`src/rtl/prog_pkg.sv`:
```
// Shared types and constants for the framed program loader.
package prog_pkg;

  // Frame parser / drain states
  typedef enum logic [2:0] {
    ST_IDLE  = 3'd0,
    ST_AH    = 3'd1,
    ST_AL    = 3'd2,
    ST_LEN   = 3'd3,
    ST_DH    = 3'd4,
    ST_DL    = 3'd5,
    ST_CSUM  = 3'd6,
    ST_DRAIN = 3'd7
  } state_t;

  // Frame result codes reported on ack_code
  localparam logic [1:0] ACK_OK   = 2'd0;
  localparam logic [1:0] ACK_CSUM = 2'd1;
  localparam logic [1:0] ACK_LEN  = 2'd2;
  localparam logic [1:0] ACK_OVR  = 2'd3;

  localparam logic [7:0]  SYNC_DEFAULT      = 8'h55;
  localparam int unsigned ADDR_W_DEFAULT    = 12;
  localparam int unsigned MAX_WORDS_DEFAULT = 32;
  localparam int unsigned TIMEOUT_DEFAULT   = 50000;
  localparam int unsigned WORD_W            = 16;

endpackage

```
`src/rtl/prog_word_buf.sv`:
```
// Payload buffer: simple dual-port RAM, one write port, one registered read port.
module prog_word_buf
  import prog_pkg::*;
#(
  parameter int unsigned DEPTH = MAX_WORDS_DEFAULT,
  parameter int unsigned WIDTH = WORD_W,
  localparam int unsigned AW   = $clog2(DEPTH)
) (
  input  logic             clk,
  input  logic             we,
  input  logic [AW-1:0]    waddr,
  input  logic [WIDTH-1:0] wdata,
  input  logic [AW-1:0]    raddr,
  output logic [WIDTH-1:0] rdata
);

  logic [WIDTH-1:0] mem [DEPTH];

  // Write port and registered read port; contents are never reset
  always_ff @(posedge clk) begin
    if (we) mem[waddr] <= wdata;
    rdata <= mem[raddr];
  end

endmodule

```
`src/rtl/prog_frame_decoder.sv`:
```
// Framed loader front end: parses SYNC/ADDR/LEN/DATA/CSUM frames from the UART,
// buffers the payload and only releases ROM word writes once the checksum is good.
// Optional inter-byte timeout: define PROG_TIMEOUT_EN.
module prog_frame_decoder
  import prog_pkg::*;
#(
  parameter int unsigned ADDR_W      = ADDR_W_DEFAULT,
  parameter int unsigned MAX_WORDS   = MAX_WORDS_DEFAULT,
  parameter logic [7:0]  SYNC_BYTE   = SYNC_DEFAULT,
  parameter int unsigned TIMEOUT_CYC = TIMEOUT_DEFAULT
) (
  input  logic              clk,
  input  logic              rst,
  input  logic [7:0]        rx_data,
  input  logic              rx_valid,
  output logic [ADDR_W-1:0] wr_addr,
  output logic [15:0]       wr_data,
  output logic              wr_valid,
  input  logic              wr_ready,
  output logic              busy,
  output logic              ack_valid,
  output logic [1:0]        ack_code
);

  localparam int unsigned IDX_W  = $clog2(MAX_WORDS + 1);
  localparam int unsigned BUF_AW = $clog2(MAX_WORDS);

  state_t state, state_nxt;

  logic [7:0]        hold, hold_nxt;
  logic [ADDR_W-1:0] base, base_nxt;
  logic [IDX_W-1:0]  len, len_nxt;
  logic [IDX_W-1:0]  idx, idx_nxt;
  logic [7:0]        sum, sum_nxt;
  logic              ovr, ovr_nxt;

  logic [ADDR_W-1:0] wr_addr_nxt;
  logic [15:0]       wr_data_nxt;
  logic              wr_valid_nxt;
  logic              busy_nxt;
  logic              ack_valid_nxt;
  logic [1:0]        ack_code_nxt;

  logic        buf_we_c;
  logic [15:0] rd_data;
  logic [7:0]  sum_add_c;
  logic        len_bad_c;
  logic        last_word_c;
  logic        drain_step_c;
  logic        drain_done_c;
  logic        tmo_hit_c;

  assign sum_add_c    = sum + rx_data;
  assign len_bad_c    = (rx_data == 8'd0) || (32'(rx_data) > MAX_WORDS);
  assign last_word_c  = (IDX_W'(idx + IDX_W'(1)) == len);
  assign drain_step_c = !wr_valid || wr_ready;
  assign drain_done_c = drain_step_c && (idx == len);

`ifdef PROG_TIMEOUT_EN
  localparam int unsigned TMO_W = $clog2(TIMEOUT_CYC + 1);

  logic [TMO_W-1:0] tmo_cnt;
  logic             parse_c;

  assign parse_c = (state inside {ST_AH, ST_AL, ST_LEN, ST_DH, ST_DL, ST_CSUM});

  // Inter-byte idle counter, restarted by every byte while a frame is being parsed
  always_ff @(posedge clk or posedge rst) begin
    if (rst) begin
      tmo_cnt <= '0;
    end else if (!parse_c || rx_valid) begin
      tmo_cnt <= '0;
    end else begin
      tmo_cnt <= tmo_cnt + TMO_W'(1);
    end
  end

  assign tmo_hit_c = parse_c && !rx_valid && (tmo_cnt == TMO_W'(TIMEOUT_CYC - 1));
`else
  logic unused_tmo;
  assign unused_tmo = (TIMEOUT_CYC == 0);
  assign tmo_hit_c  = 1'b0;
`endif

  // Payload buffer; read address is the next index so rd_data tracks buf[idx] in DRAIN
  prog_word_buf #(
    .DEPTH (MAX_WORDS),
    .WIDTH (WORD_W)
  ) u_buf (
    .clk   (clk),
    .we    (buf_we_c),
    .waddr (BUF_AW'(idx)),
    .wdata ({hold, rx_data}),
    .raddr (BUF_AW'(idx_nxt)),
    .rdata (rd_data)
  );

  // State register
  always_ff @(posedge clk or posedge rst) begin
    if (rst) state <= ST_IDLE;
    else     state <= state_nxt;
  end

  // Next-state logic; parse states advance only on rx_valid
  always_comb begin
    state_nxt = state;
    if (tmo_hit_c) begin
      state_nxt = ST_IDLE;
    end else begin
      case (state)
        ST_IDLE:  if (rx_valid && rx_data == SYNC_BYTE) state_nxt = ST_AH;
        ST_AH:    if (rx_valid) state_nxt = ST_AL;
        ST_AL:    if (rx_valid) state_nxt = ST_LEN;
        ST_LEN:   if (rx_valid) state_nxt = len_bad_c ? ST_IDLE : ST_DH;
        ST_DH:    if (rx_valid) state_nxt = ST_DL;
        ST_DL:    if (rx_valid) state_nxt = last_word_c ? ST_CSUM : ST_DH;
        ST_CSUM:  if (rx_valid) state_nxt = (sum_add_c == 8'h00) ? ST_DRAIN : ST_IDLE;
        ST_DRAIN: if (drain_done_c) state_nxt = ST_IDLE;
        default:  state_nxt = ST_IDLE;
      endcase
    end
  end

  // Datapath and output next values
  always_comb begin
    hold_nxt      = hold;
    base_nxt      = base;
    len_nxt       = len;
    idx_nxt       = idx;
    sum_nxt       = sum;
    ovr_nxt       = ovr;
    wr_addr_nxt   = wr_addr;
    wr_data_nxt   = wr_data;
    wr_valid_nxt  = wr_valid;
    busy_nxt      = busy;
    ack_valid_nxt = 1'b0;
    ack_code_nxt  = ack_code;
    buf_we_c      = 1'b0;

    if (tmo_hit_c) begin
      ack_valid_nxt = 1'b1;
      ack_code_nxt  = ACK_OVR;
      busy_nxt      = 1'b0;
    end else begin
      case (state)
        ST_IDLE: begin
          if (rx_valid && rx_data == SYNC_BYTE) begin
            sum_nxt  = 8'h00;
            idx_nxt  = '0;
            ovr_nxt  = 1'b0;
            busy_nxt = 1'b1;
          end
        end
        ST_AH, ST_DH: begin
          if (rx_valid) begin
            hold_nxt = rx_data;
            sum_nxt  = sum_add_c;
          end
        end
        ST_AL: begin
          if (rx_valid) begin
            base_nxt = ADDR_W'({hold, rx_data});
            sum_nxt  = sum_add_c;
          end
        end
        ST_LEN: begin
          if (rx_valid) begin
            sum_nxt = sum_add_c;
            if (len_bad_c) begin
              ack_valid_nxt = 1'b1;
              ack_code_nxt  = ACK_LEN;
              busy_nxt      = 1'b0;
            end else begin
              len_nxt = IDX_W'(rx_data);
              idx_nxt = '0;
            end
          end
        end
        ST_DL: begin
          if (rx_valid) begin
            buf_we_c = 1'b1;
            idx_nxt  = idx + IDX_W'(1);
            sum_nxt  = sum_add_c;
          end
        end
        ST_CSUM: begin
          if (rx_valid) begin
            sum_nxt = sum_add_c;
            if (sum_add_c == 8'h00) begin
              idx_nxt = '0;
            end else begin
              ack_valid_nxt = 1'b1;
              ack_code_nxt  = ACK_CSUM;
              busy_nxt      = 1'b0;
            end
          end
        end
        ST_DRAIN: begin
          if (rx_valid) ovr_nxt = 1'b1;
          if (drain_step_c) begin
            if (idx != len) begin
              wr_valid_nxt = 1'b1;
              wr_data_nxt  = rd_data;
              wr_addr_nxt  = base + ADDR_W'(idx);
              idx_nxt      = idx + IDX_W'(1);
            end else begin
              wr_valid_nxt  = 1'b0;
              ack_valid_nxt = 1'b1;
              ack_code_nxt  = (ovr || rx_valid) ? ACK_OVR : ACK_OK;
              busy_nxt      = 1'b0;
            end
          end
        end
        default: ;
      endcase
    end
  end

  // Datapath and output registers
  always_ff @(posedge clk or posedge rst) begin
    if (rst) begin
      hold      <= '0;
      base      <= '0;
      len       <= '0;
      idx       <= '0;
      sum       <= '0;
      ovr       <= 1'b0;
      wr_addr   <= '0;
      wr_data   <= '0;
      wr_valid  <= 1'b0;
      busy      <= 1'b0;
      ack_valid <= 1'b0;
      ack_code  <= '0;
    end else begin
      hold      <= hold_nxt;
      base      <= base_nxt;
      len       <= len_nxt;
      idx       <= idx_nxt;
      sum       <= sum_nxt;
      ovr       <= ovr_nxt;
      wr_addr   <= wr_addr_nxt;
      wr_data   <= wr_data_nxt;
      wr_valid  <= wr_valid_nxt;
      busy      <= busy_nxt;
      ack_valid <= ack_valid_nxt;
      ack_code  <= ack_code_nxt;
    end
  end

endmodule

```
`config.mk`:
```
export PLATFORM = sky130hd
export DESIGN_NAME = prog_frame_decoder
export DESIGN_NICKNAME = d
export VERILOG_FILES = /design/src/rtl/prog_pkg.sv /design/src/rtl/prog_word_buf.sv /design/src/rtl/prog_frame_decoder.sv
export SDC_FILE = /design/constraint.sdc
export NUM_CORES = 1
export LEC_CHECK = 0
export CAP_MARGIN = 20
export CORE_MARGIN = 2
export CORE_UTILIZATION = 30
export CTS_CLUSTER_SIZE = 25
export DETAILED_ROUTE_END_ITERATION = 8
export PLACE_DENSITY = 0.43
export SLEW_MARGIN = 10
export SYNTH_ARGS = -nofsm -noshare
export SYNTH_HDL_FRONTEND = slang
export SYNTH_SLANG_ARGS = --single-unit
```
`constraint.sdc`:
```
create_clock -name clk -period 5.05 [get_ports clk]
set_clock_uncertainty 0.1 [all_clocks]
set_input_delay 0.7575 -clock clk [delete_from_list [all_inputs] [get_ports clk]]
set_output_delay 0.7575 -clock clk [all_outputs]
set_load 0.05 [all_outputs]
```
Word-level counts from Yosys, hierarchy flattened:

Memory sizes are Yosys's and may differ from the RTL's. A register that Yosys moved wholly into a read port is not among the register bits.
Index checks and enable logic that the tools add are counted.

* bitwise logic cells: 1
* mux-type cells: 55
* equal/unequal tests: 28
* add/subtract/negate cells: 3
* reductions and logical operators: 27
* order comparisons: 1

Operator list (count)
* 6-bit two-way mux: 8
* 2-bit != test, second input constant: 16
* 3-bit two-way mux: 10
* 6-bit one-hot mux with 5 select lines: 1
* 3-bit one-hot mux with 8 select lines: 1
* 1-bit two-way mux: 20
* 8-bit zero test: 2
* 2-bit two-way mux: 8
* 8-bit two-way mux: 2
* 8-bit one-hot mux with 2 select lines: 1
* 8-bit AND reduction: 2
* 12-bit by 6-bit adder with 12-bit output: 1
* 3-bit equality test, second input constant: 4
* 6-bit equality test: 2
* 3-bit AND reduction: 4
* 9-bit AND reduction: 1
* 8-bit adder: 1
* 8-bit by 7-bit equality test with 1-bit output, second input constant: 1
* 8-bit by 6-bit > comparator with 1-bit output, second input constant: 1
* 7-bit AND reduction: 1
* 6-bit by 1-bit adder with 6-bit output, second input constant: 1
* 3-bit by 2-bit equality test with 1-bit output, second input constant: 2
* 6-bit != test: 1
* 2-bit one-hot mux with 3 select lines: 1
* other kinds (17): 23

* output and inout bits: 33
* register bits after elaboration: 77
* input port bits: 12
* bits in writable memories: 512
* memories: 1
* word-level logic and storage cells: 130

Memories
* u_buf.mem: words 32, width 16, rd ports 1, clocked after memory_dff 1, write ports 1, line prog_word_buf.sv:17 `logic [WIDTH-1:0] mem [DEPTH];`

Logic depth before layout (Yosys ltp):

Gate-level depths: netlist of the first run.

* word-level depth: 5
* depth in mapped cells: 16
* gate-level depth less buffers: 13

Hierarchy:

A second synthesis of the first run with hierarchy kept.

* cell total of the unflattened synthesis: 1560
* area, all modules: 24584.8 sq um

Modules (own cells, without submodules)
* prog_word_buf: cells an instance 1143, area each 20534.7 sq um, sequential area each 15695.1 sq um, times used 1
* prog_frame_decoder: cells an instance 417, area each 4050.1 sq um, sequential area each 1926.8 sq um, times used 1

Least setup slack after synthesis of the first run:

Ideal clock, no wire load.

* kind: input to register
* start: input rx_data[0]
* end: register u_buf.rdata[5], read port of u_buf.mem
* path slack: 0.858 ns
* arrival time: 4.000 ns
* stages: 13
* buffers on the path: 2
* required time: 4.858 ns
* setup time: 0.092 ns
* path through: ha_1 fa_1 a211oi_1 nor4_1 or3_1 a2111o_1 a21boi_4 a21o_1 buf_2 buf_2 mux2i_1 o22ai_1 nor4_1

* word-level cells in the longest chain between the ends: 5
* elaborated cells on any way between the ends: 13
* those cells by class: 1 x add/sub; 1 x order compare; 1 x eq/ne; 6 x mux; 4 x reduce/logical

RTL lines
* start: declaration: line prog_frame_decoder.sv:14 `input logic [7:0] rx_data,`
* 8-bit adder (tied with other cells): line prog_frame_decoder.sv:53 `assign sum_add_c = sum + rx_data;`
* 8-bit zero test or 1-bit logical OR (tied branches): line prog_frame_decoder.sv:189, prog_frame_decoder.sv:54
* 6-bit two-way mux, on equally long branches: line prog_frame_decoder.sv:189, prog_frame_decoder.sv:169
* 6-bit two-way mux, on equally long branches: line prog_frame_decoder.sv:187, prog_frame_decoder.sv:167
* 6-bit one-hot mux with 5 select lines (*): line prog_frame_decoder.sv:145 `case (state)`
* end: declaration: line prog_word_buf.sv:14 `output logic [WIDTH-1:0] rdata`

Every way passes the cells marked *; elsewhere a longest branch is shown, timed or not. The select of a mux whose other input is x is not followed.
A chain may end at the register's enable or synchronous reset.

Worst setup path after layout of the first run:

* start: register sum[0]
* end: register u_buf.rdata[1], read port of u_buf.mem

* word-level cells in the longest chain between the ends: 5

RTL lines
* start: declaration: line prog_frame_decoder.sv:34 `logic [7:0] sum, sum_nxt;`
* start signal: assignment: line prog_frame_decoder.sv:239 `sum <= sum_nxt;`
* 8-bit adder: line prog_frame_decoder.sv:53
* 8-bit zero test: line prog_frame_decoder.sv:189 `if (sum_add_c == 8'h00) begin`
* 6-bit two-way mux: line prog_frame_decoder.sv:189
* 6-bit two-way mux: line prog_frame_decoder.sv:187 `if (rx_valid) begin`
* 6-bit one-hot mux with 5 select lines: line prog_frame_decoder.sv:145

No other way between the ends. The select of a mux whose other input is x is not followed.

==> flow_metrics.py, run 1 <==
metrics = {
    "status": {
        "status": "finished, final reports clean",
    },
    "worst_setup_path": {
        "regToRegStartpoint": "sum[0]",
        "cp-endpoint": "u_buf.rdata[1]",
        "rr_endpoint": "u_buf.rdata[1]",
        "crit_type": "flip-flop to flip-flop",
        "max_stage_delay_ps": 600,
        "cp.required_ps": 5410,
        "end_kind": "flip-flop",
        "worstPathMaxFanout": 31,
        "critPathMostFrequentCell": "buf_4",
        "arrival_ps": 4930,
        "cp-start-kind": "flip-flop",
        "critPathTopFamily": "compound AO/OA/AOI/OAI gates",
        "reg2regPathDepth": 16,
        "path_cells": "ha_1, fa_1, a211oi_1, buf_4, nor4_1, or3_1, a2111o_1, a21boi_4, o21ai_4, buf_4, buf_12, buf_4, mux2i_1, mux2i_1, o22ai_1, nor4_1",
        "r2r_slack_ps": 480,
        "cp-startpoint": "sum[0]",
        "critical_path_buf_inv_count": 4,
        "cp.depth": 16,
        "slowest_stage": "o22ai_1",
    },
    "clock_network": {
        "numCtsBuffers": 68,
        "cts_tree": "yes",
        "cts.sinks": 605,
        "clockRootBuffer": "clkbuf_16",
        "clk_pin_slew_worst_paths_ps": 60,
        "hold_buffers": 0,
        "cts_resized": 0,
        "ctsHtreeMaxLevel": 3,
        "cts_max_path_buffers": 3,
        "clock_latency_ps": 600,
        "post_cts_buffers": 0,
    },
    "power": {
        "leakagePower_nw": 10.3,
        "total_power_mw": 14.6,
        "power.density_nw_per_um2": 491,
        "peakVddDrop_mv": 0.222,
    },
    "final_layout": {
        "syn_to_final_growth_pct": 19.1,
        "drive_gt1_share_pct": 18.0,
        "fill_cells": 7721,
        "utilization_pct": 36.1,
        "nets": 1717,
        "fin_area_um2": 29700,
        "final_cells": 2811,
        "antenna_cells": 0,
    },
    "floorplan": {
        "placementRows": 105,
        "fp.dieH_um": 292,
        "io_pins": 45,
        "initial_core_util_pct": 30.3,
        "dieArea_um2": 85500,
        "fp.coreArea_um2": 82200,
        "die_x_um": 292,
    },
    "synthesis": {
        "seq_area_frac_synth_pct": 70.6,
        "post_synth_num_cell_types": 64,
        "yosysMostFrequentCell": "edfxtp_1",
        "yosysTopAreaCell": "edfxtp_1",
        "syn_area_um2": 25000,
        "syn_inst": 1531,
        "async_flop_share_pct": 12.7,
        "ys.flop_type": "edfxtp_1",
        "synth_top_area_share_pct": 61.6,
        "synthTopCellsByCount": "edfxtp_1 (512), mux2i_1 (382), dfrtp_1 (77)",
        "yosysWarnings": 0,
        "ys_ff_latch": 605,
        "synth_area_leaders": "edfxtp_1 (62%), mux2i_1 (15%), dfrtp_1 (7.7%), mux2_2 (2.3%), o22ai_1 (1.6%)",
        "syn_avg_cell_area_um2": 16.3,
        "synth_edf_count": 512,
        "syn_nets": 1562,
    },
    "sta": {
        "fin_crit_sh_pct": 90.5,
        "relSlewSlack_pct": 30.7,
        "maxSlewViolCount": 0,
        "finalSetupViolCount": 0,
        "fmax_mhz": 219,
        "hold_violations": 0,
        "whs_ps": 361,
        "rsz0062_at_grt": "false",
        "worstMarginPinSlew_ps": 1040,
        "fin_crit_ps": 4570,
    },
    "route": {
        "wl_um": 68900,
        "initialDrtViolationCount": 864,
        "routed_via_density": 4.89,
        "route.detailed.drc": 0,
        "vias": 13700,
        "ant_nets": 0,
        "avgRoutedWirePerCell_um": 24.5,
        "drt_pass1_iterations": 5,
    },
    "place": {
        "place.gp.congestion": 0.803,
        "dp_cells": 2686,
        "portBuffers": 44,
        "dpl_cell_area_um2": 27500,
        "place_hpwl_um": 42700,
    },
    "grt": {
        "gr-total-overflow": 0,
        "grt_pass1_vias": 14000,
        "grt_pass1_wl_um": 100000,
        "antenna_found_initial": 3,
        "grt_max_degree": 71,
        "grt.total_usage_pct": 16.2,
    },
    "run": {
        "cap_violations": 0,
    },
    "hold_path": {
        "min_path_type": "flip-flop to flip-flop",
    },
}
-- metrics by stage --
| step | setup WS [ps] | TNS, ps |
|---|---|---|
| floorplan | 858 | 0 |
| global placement | -102 | -151 |
| detailed placement | -138 | -242 |
| CTS | 446 | 0 |
| global route | 305 | 0 |
| finish | 482 | 0 |
-- state kept, by name (all words and copies together) (netlist names) --
| signal | cells |
|---|---|
| u_buf.mem | 512 |
| u_buf.rdata | 16 |
| wr_data | 16 |
| base | 12 |
| wr_addr | 12 |
| hold | 8 |
| sum | 8 |
| idx | 6 |
| len | 6 |
| state | 3 |
| ack_code | 2 |
| ack_valid | 1 |
| busy | 1 |
| ovr | 1 |
| wr_valid | 1 |
-- power breakdown --
| group | internal (mW) | switching, mW | total, mW |
|---|---|---|---|
| Clock | 2.93 | 2.00 | 4.93 |
| Sequential | 6.04 | 0.489 | 6.53 |
| Combinational | 1.29 | 1.86 | 3.15 |
-- how the worst min path moves through the flow --
stage | start | end | slack [ps] | cells past startpoint
global route | u_buf.rdata[8] | wr_data[8] | 380 | 1
finish | u_buf.rdata[5] | wr_data[5] | 360 | 1
floorplan | u_buf.rdata[0] | wr_data[0] | 340 | 1
CTS | u_buf.rdata[5] | wr_data[5] | 360 | 1
detailed placement | u_buf.rdata[13] | wr_data[13] | 350 | 1
global placement | u_buf.rdata[13] | wr_data[13] | 340 | 1
-- metal layers --
| metal | track usage, % | vias to the layer above | wire (um) |
|---|---|---|---|
| met5 | 0 | - | 11 |
| met4 | 4.88 | 2 | 1380 |
| met3 | 2.92 | 75 | 3390 |
| met2 | 26.1 | 290 | 32200 |
| met1 | 22.4 | 7110 | 31900 |
| li1 | - | 6264 | - |
-- final cells by class --
| class | count | area, um^2 | share of cell area, % |
|---|---|---|---|
| Inverter | 19 | 76.3 | 0.257 |
| Multi-Input combinational cell | 835 | 7000 | 23.5 |
| Clock inverter | 27 | 258 | 0.867 |
| Sequential cell | 605 | 17600 | 59.3 |
| Timing Repair Buffer | 157 | 1460 | 4.90 |
| Tap cell | 1070 | 1340 | 4.50 |
| Clock buffer | 98 | 1970 | 6.63 |
-- cells in the final DEF (no fill, tap or decap), types with 5 or more instances in the layout --
master / instances
clkbuf_8: 7
or3_1: 6
a31oi_1: 5
xor2_1: 11
o22ai_1: 63
nor2b_1: 6
o21ai_0: 31
ha_1: 17
edfxtp_1: 512
nor4_1: 18
buf_4: 97
a21oi_1: 22
and3_1: 5
dfrtp_1: 73
mux2_2: 50
buf_2: 5
mux2i_1: 382
buf_12: 15
nor3_1: 7
nand3_1: 17
clkinv_2: 14
nand2b_1: 6
clkinv_1: 7
nor2_1: 34
clkbuf_16: 72
clkbuf_1: 19
inv_1: 15
clkdlybuf4s50_1: 39
xnor2_1: 20
nor2_2: 26
a21o_1: 9
dfxtp_1: 16
nand2_1: 46
-- kinds of logic (layout without fill, tap and decap cells) --
family                   after synthesis  in the layout  synth area share [%]
AO/OA/AOI/OAI                        167            167                  4.34
XOR/XNOR                              31             31                  1.09
adder cells (fa/ha/maj)               19             19                  1.01
buffers and inverters                 91            301                  1.75
flip-flops                           605            605                  70.6
multiplexers                         432            432                  17.6
AND/OR/NAND/NOR                      186            186                  3.61
(Power assumes the default switching activity.)
==> inputs of run 2 (changes only) <==
--- a/config.mk
+++ b/config.mk
@@ -10,6 +10,8 @@
 export CORE_UTILIZATION = 30
 export CTS_CLUSTER_SIZE = 25
 export DETAILED_ROUTE_END_ITERATION = 8
+export GPL_TIMING_DRIVEN = 0
+export HOLD_SLACK_MARGIN = 0.08
 export PLACE_DENSITY = 0.43
 export SLEW_MARGIN = 10
 export SYNTH_ARGS = -nofsm -noshare
==> flow_metrics.py, run 2 (synthesis gave the netlist of run 1 again) <==
metrics = {
    "grt": {
        "grt_max_degree": 44,
        "grt_pass1_wl_um": 103000,
        "gr-total-overflow": 0,
        "antenna_found_initial": 2,
        "grt.total_usage_pct": 16.9,
        "grt_pass1_vias": 14200,
    },
    "worst_setup_path": {
        "arrival_ps": 5340,
        "reg2regPathDepth": 16,
        "worstPathMaxFanout": 13,
        "crit_type": "primary input to flip-flop",
        "r2r_slack_ps": 180,
        "rr_endpoint": "u_buf.rdata[3]",
        "regToRegStartpoint": "sum[0]",
        "cp-start-kind": "primary input",
        "cp.required_ps": 5380,
        "end_kind": "flip-flop",
    },
    "final_layout": {
        "final_common_cell": "edfxtp_1",
        "largest_reg_flops": 512,
        "nets": 1723,
        "syn_to_final_growth_pct": 19.7,
        "regMostFlops": "u_buf.mem",
        "fin_area_um2": 29900,
        "drive_gt1_share_pct": 18.0,
        "final_cell_mix": "edfxtp_1 (512), mux2i_1 (375), dfrtp_1 (72)",
        "final-seq-area_um2": 17600,
        "fill_cells": 7738,
        "utilization_pct": 36.3,
        "largestRegisters": "u_buf.mem: 512 flops, u_buf.rdata: 16 flops, wr_data: 16 flops",
        "multi_input_area_um2": 7160,
    },
    "floorplan": {
        "dieArea_um2": 85500,
        "die_x_um": 292,
        "io_pins": 45,
        "placementRows": 105,
        "fp.coreArea_um2": 82200,
        "fp.dieH_um": 292,
        "initial_core_util_pct": 30.3,
    },
    "route": {
        "dr_wl_met3_um": 3020,
        "m1WireLength_um": 33500,
        "wl_um": 72100,
        "ant_nets": 0,
        "avgRoutedWirePerCell_um": 25.6,
        "dr.max_layer_used": "met4",
        "vias": 13700,
        "routed_via_density": 4.89,
        "drt_pass1_iterations": 5,
        "initialDrtViolationCount": 1015,
        "met2_length_um": 33800,
        "route.detailed.drc": 0,
    },
    "place": {
        "place.gp.congestion": 0.820,
        "portBuffers": 43,
        "dpl_cell_area_um2": 27600,
        "place_hpwl_um": 49400,
    },
    "power": {
        "leakagePower_nw": 10.2,
        "sw_frac_of_total_pct": 30.4,
        "power_switching_mw": 4.38,
        "combPwrFrac_pct": 22.9,
        "power.density_nw_per_um2": 483,
        "internal_power_mw": 10.0,
        "total_power_mw": 14.4,
        "peakVddDrop_mv": 0.211,
        "seq_power_share_pct": 44.8,
        "pwr-share-clk_pct": 32.3,
    },
    "clock_network": {
        "numCtsBuffers": 68,
        "cts.sinks": 605,
        "cts_max_path_buffers": 3,
        "cts_tree": "yes",
        "ctsHtreeMaxLevel": 3,
        "clk_pin_slew_worst_paths_ps": 50,
        "clockRootBuffer": "clkbuf_16",
        "clock_latency_ps": 600,
        "hold_buffers": 0,
    },
    "sta": {
        "relSlewSlack_pct": 36.1,
        "hold_violations": 0,
        "worstMarginPinSlew_ps": 952,
        "rsz0062_at_grt": "true",
        "fmax_mhz": 200,
        "maxSlewViolCount": 0,
        "fin_crit_sh_pct": 99.1,
        "fin_crit_ps": 5010,
        "finalSetupViolCount": 0,
    },
    "run": {
        "cap_violations": 0,
    },
    "hold_path": {
        "min_path_type": "flip-flop to flip-flop",
        "whs_path_depth": 1,
        "min_to": "wr_data[12]",
        "hold_start": "u_buf.rdata[12]",
    },
    "status": {
        "status": "finished, final reports clean",
    },
}
run 2: cell count changes in the layout (fill, tap and decap cells not counted), moves of 9 or more:
cell | before | now
buf_12 | 15 | 6
buf_16 | 0 | 9
buf_2 | 5 | 39
buf_4 | 97 | 19
buf_8 | 0 | 28
clkbuf_1 | 19 | 40
clkinv_2 | 14 | 5
nor4_1 | 18 | 8
run 2: how the worst max path moves through the flow:
stage                          start             end  slack [ps]  cells after the start
after detailed placement  rx_data[0]  u_buf.rdata[3]       -1320                     14
after floorplan           rx_data[0]  u_buf.rdata[5]         860                     13
after CTS                 rx_data[0]  u_buf.rdata[0]          40                     16
after global placement    rx_data[0]  u_buf.rdata[3]       -3230                     14
after global routing      rx_data[0]  u_buf.rdata[2]         -80                     17
final                     rx_data[0]  u_buf.rdata[3]          40                     17
run 2: area by class of cell:
cell class / count / share of cell area (%)
Clock buffer: 97 / 6.23
Multi-Input combinational cell: 835 / 24.0
Buffer: 71 / 1.27
Tap cell: 1070 / 4.48
Antenna cell: 1 / 0.00838
Sequential cell: 605 / 59.0
Inverter: 19 / 0.256
Timing Repair Buffer: 92 / 4.19
Clock inverter: 21 / 0.582
run 2: through the flow:
stage          cells  setup WS, ps  setup TNS [ps]  hold slack [ps]
2_1_floorplan   1531           858               0              340
3_3_place_gp    2644         -3230          -56900              344
3_5_place_dp    2689         -1320          -15370              349
4_1_cts         2810          36.9               0              362
5_1_grt         2810         -79.8            -343              373
6_report        2811          43.7               0              357
run 2: routing by layer:
layer,vias to the layer above,global-route usage (%)
met4,0,5.25
met1,7095,23.4
met2,302,27.4
met3,85,2.64
met5,-,0
li1,6265,-
run 2: critical path: stages:
cell and delay, ps:
buf_2 240, ha_1 310, fa_1 430, a211oi_2 350, nor4_1 110, or3_1 350
a2111o_1 460, a21boi_4 220, buf_4 160, o21a_1 100, buf_4 170, inv_4 100
nor3_2 230, nand2b_1 350, buf_2 340, o22ai_1 500, nor4_4 120
run 2: repair_timing:
action                                  4_1_cts  5_1_grt
endpoints found under the setup margin       14       12
resized for setup                            28       12
buffers inserted                              3        0
endpoints found under the hold margin         0        0
pin swaps                                     2        1
run 2: power by group through the flow:
stage	Clock [mW]	Sequential, mW	Combinational (mW)
finish	4.66	6.47	3.30
global route	4.97	6.53	3.53
CTS	4.79	6.53	3.27
detailed placement	0	6.63	3.19
global placement	0	6.74	2.95
floorplan	0	6.73	1.71
==> inputs of run 3 (changes only) <==
--- a/config.mk
+++ b/config.mk
@@ -5,14 +5,17 @@
 export SDC_FILE = /design/constraint.sdc
 export NUM_CORES = 1
 export LEC_CHECK = 0
+export ABC_AREA = 1
 export CAP_MARGIN = 20
+export CELL_PAD_IN_SITES_DETAIL_PLACEMENT = 1
+export CELL_PAD_IN_SITES_GLOBAL_PLACEMENT = 1
 export CORE_MARGIN = 2
 export CORE_UTILIZATION = 30
 export CTS_CLUSTER_SIZE = 25
 export DETAILED_ROUTE_END_ITERATION = 8
 export GPL_TIMING_DRIVEN = 0
 export HOLD_SLACK_MARGIN = 0.08
-export PLACE_DENSITY = 0.43
+export PLACE_DENSITY = 0.52
 export SLEW_MARGIN = 10
 export SYNTH_ARGS = -nofsm -noshare
 export SYNTH_HDL_FRONTEND = slang
==> flow_metrics.py, run 3 <==
metrics = {
    "final_layout": {
        "final_common_cell": "nand2_1",
        "syn_to_final_growth_pct": 17.4,
        "final_cell_mix": "nand2_1 (771), edfxtp_1 (512), nand3_1 (352)",
        "nets": 2906,
        "largestRegisters": "u_buf.mem: 512 flops, u_buf.rdata: 16 flops, wr_data: 16 flops",
        "largest_reg_flops": 512,
        "drive_gt1_share_pct": 11.1,
        "regMostFlops": "u_buf.mem",
    },
    "worst_setup_path": {
        "critPathTopFamily": "simple AND/OR/NAND/NOR gates",
        "cp.required_ps": 5430,
        "reg2regPathDepth": 20,
        "slowest_stage": "buf_4",
        "arrival_ps": 5120,
        "regToRegStartpoint": "sum[0]",
        "end_kind": "flip-flop",
        "critical_path_buf_inv_count": 4,
        "path_cells": "buf_4, ha_1, inv_1, nand2_1, nand3_1, nand2_1, nand2_1, nand2_1, nor2_1, nand3_1, nand2_2, buf_2, clkbuf_1, nand4_1, nand3_1, nand3_1, nand3_1, nand2_1, nand2_1, nand2_1",
        "worstPathMaxFanout": 36,
        "max_stage_delay_ps": 560,
        "critPathMostFrequentCell": "nand2_1",
        "r2r_slack_ps": 500,
        "cp-endpoint": "u_buf.rdata[5]",
        "rr_endpoint": "u_buf.rdata[5]",
        "crit_type": "primary input to flip-flop",
        "cp-startpoint": "rx_data[2]",
        "cp.depth": 20,
        "cp-start-kind": "primary input",
    },
    "synthesis": {
        "synth_top_area_share_pct": 56.3,
        "async_flop_share_pct": 12.7,
        "ys_ff_latch": 605,
        "ys.flop_type": "edfxtp_1",
        "syn_nets": 2758,
        "synth_edf_count": 512,
        "synth_area_leaders": "edfxtp_1 (56%), nand2_1 (11%), dfrtp_1 (7.1%), nand3_1 (6.4%), nand4_1 (5.6%)",
        "yosysWarnings": 0,
        "syn_inst": 2727,
        "yosysMostFrequentCell": "nand2_1",
        "seq_area_frac_synth_pct": 64.5,
        "syn_avg_cell_area_um2": 10.0,
        "yosysTopAreaCell": "edfxtp_1",
        "post_synth_num_cell_types": 39,
        "syn_area_um2": 27300,
        "synthTopCellsByCount": "nand2_1 (771), edfxtp_1 (512), nand3_1 (352)",
    },
    "hold_path": {
        "min_path_type": "flip-flop to flip-flop",
        "hold_start": "u_buf.rdata[14]",
    },
    "sta": {
        "maxSlewViolCount": 0,
        "hold_violations": 0,
        "fmax_mhz": 211,
        "finalSetupViolCount": 0,
        "fin_crit_sh_pct": 94.0,
        "rsz0062_at_grt": "false",
        "relSlewSlack_pct": 26.8,
        "fin_crit_ps": 4750,
        "setup_tns_ps": 0,
        "worstMarginPinSlew_ps": 1100,
    },
    "floorplan": {
        "io_pins": 45,
        "fp.coreArea_um2": 90100,
        "dieArea_um2": 93500,
        "die_x_um": 306,
        "initial_core_util_pct": 30.3,
        "fp.dieH_um": 306,
        "placementRows": 110,
    },
    "clock_network": {
        "clockRootBuffer": "clkbuf_16",
        "cts_tree": "yes",
        "cts_resized": 0,
        "ctsHtreeMaxLevel": 3,
        "hold_buffers": 0,
        "clock_latency_ps": 630,
        "post_cts_buffers": 0,
        "cts.sinks": 605,
        "numCtsBuffers": 70,
        "clk_pin_slew_worst_paths_ps": 60,
        "cts_max_path_buffers": 3,
    },
    "grt": {
        "antenna_found_initial": 6,
        "gr-total-overflow": 0,
        "grt.total_usage_pct": 21.8,
        "grt_pass1_wl_um": 148000,
        "grt_max_degree": 55,
        "grt_pass1_vias": 21400,
    },
    "run": {
        "cap_violations": 0,
    },
    "place": {
        "place.gp.congestion": 0.881,
        "portBuffers": 43,
        "place_hpwl_um": 72600,
    },
    "route": {
        "vias": 20600,
        "routed_via_density": 5.00,
        "ant_nets": 0,
        "drt_pass1_iterations": 5,
        "initialDrtViolationCount": 1744,
        "wl_um": 102000,
        "route.detailed.drc": 0,
        "avgRoutedWirePerCell_um": 24.8,
    },
    "status": {
        "status": "finished, final reports clean",
    },
}
run 3: how the worst min path moves through the flow:
| stage | end | slack, ps | depth (start not counted) |
|---|---|---|---|
| after floorplan | wr_data[0] | 300 | 2 |
| after global placement | wr_data[13] | 320 | 2 |
| after detailed placement | wr_data[14] | 320 | 2 |
| after CTS | wr_data[14] | 320 | 2 |
| after global routing | wr_data[14] | 340 | 2 |
| final | wr_data[14] | 320 | 2 |
run 3: cells by family after synthesis:
kind of cell    synth area share [%]
compound gates                  1.88
xor+xnor                       0.481
fa+ha+maj                      0.925
buf+inv                         7.89
flops                           64.5
mux                            0.124
simple gates                    24.2
run 3: metal layers:
metal  routed length [um]  GRT usage [%]
met2                47300           35.5
met4                 3080           7.53
met1                47100           30.1
met5                    0              0
met3                 4420           2.66
run 3: final cells by class:
class                           count  area (um^2)
Fill cell                       10000        58100
Sequential cell                   605        17600
Multi-Input combinational cell   1603         7620
Clock buffer                       93         1980
Tap cell                         1176         1470
Inverter                          348         1310
Timing Repair Buffer               76          972
Buffer                            171          850
Clock inverter                     34          240
Antenna cell                        1         2.50
run 3: tightest hold or removal path: stages, from the launching register on:
cell,delay (ps)
dfxtp_1,290
nand2_1,50
nand2_1,40
run 3: stage by stage:
step / instances / cell area, um^2 / worst slack [ps] / hold WS (ps) / util [%]
3_3_place_gp: 3946 / 29200 / -2410 / 316 / 32.4
6_report: 4107 / 32100 / 302 / 323 / 35.6
5_1_grt: 4106 / 32100 / 9.33 / 345 / 35.6
4_1_cts: 4106 / 32100 / 270 / 321 / 35.6
2_1_floorplan: 2727 / 27300 / 1790 / 302 / -
3_5_place_dp: 3979 / 29900 / -405 / 316 / 33.1
Power of run 3 is not shown: default switching activity piles up to over one toggle a cycle in this logic, so the estimate is an artifact.
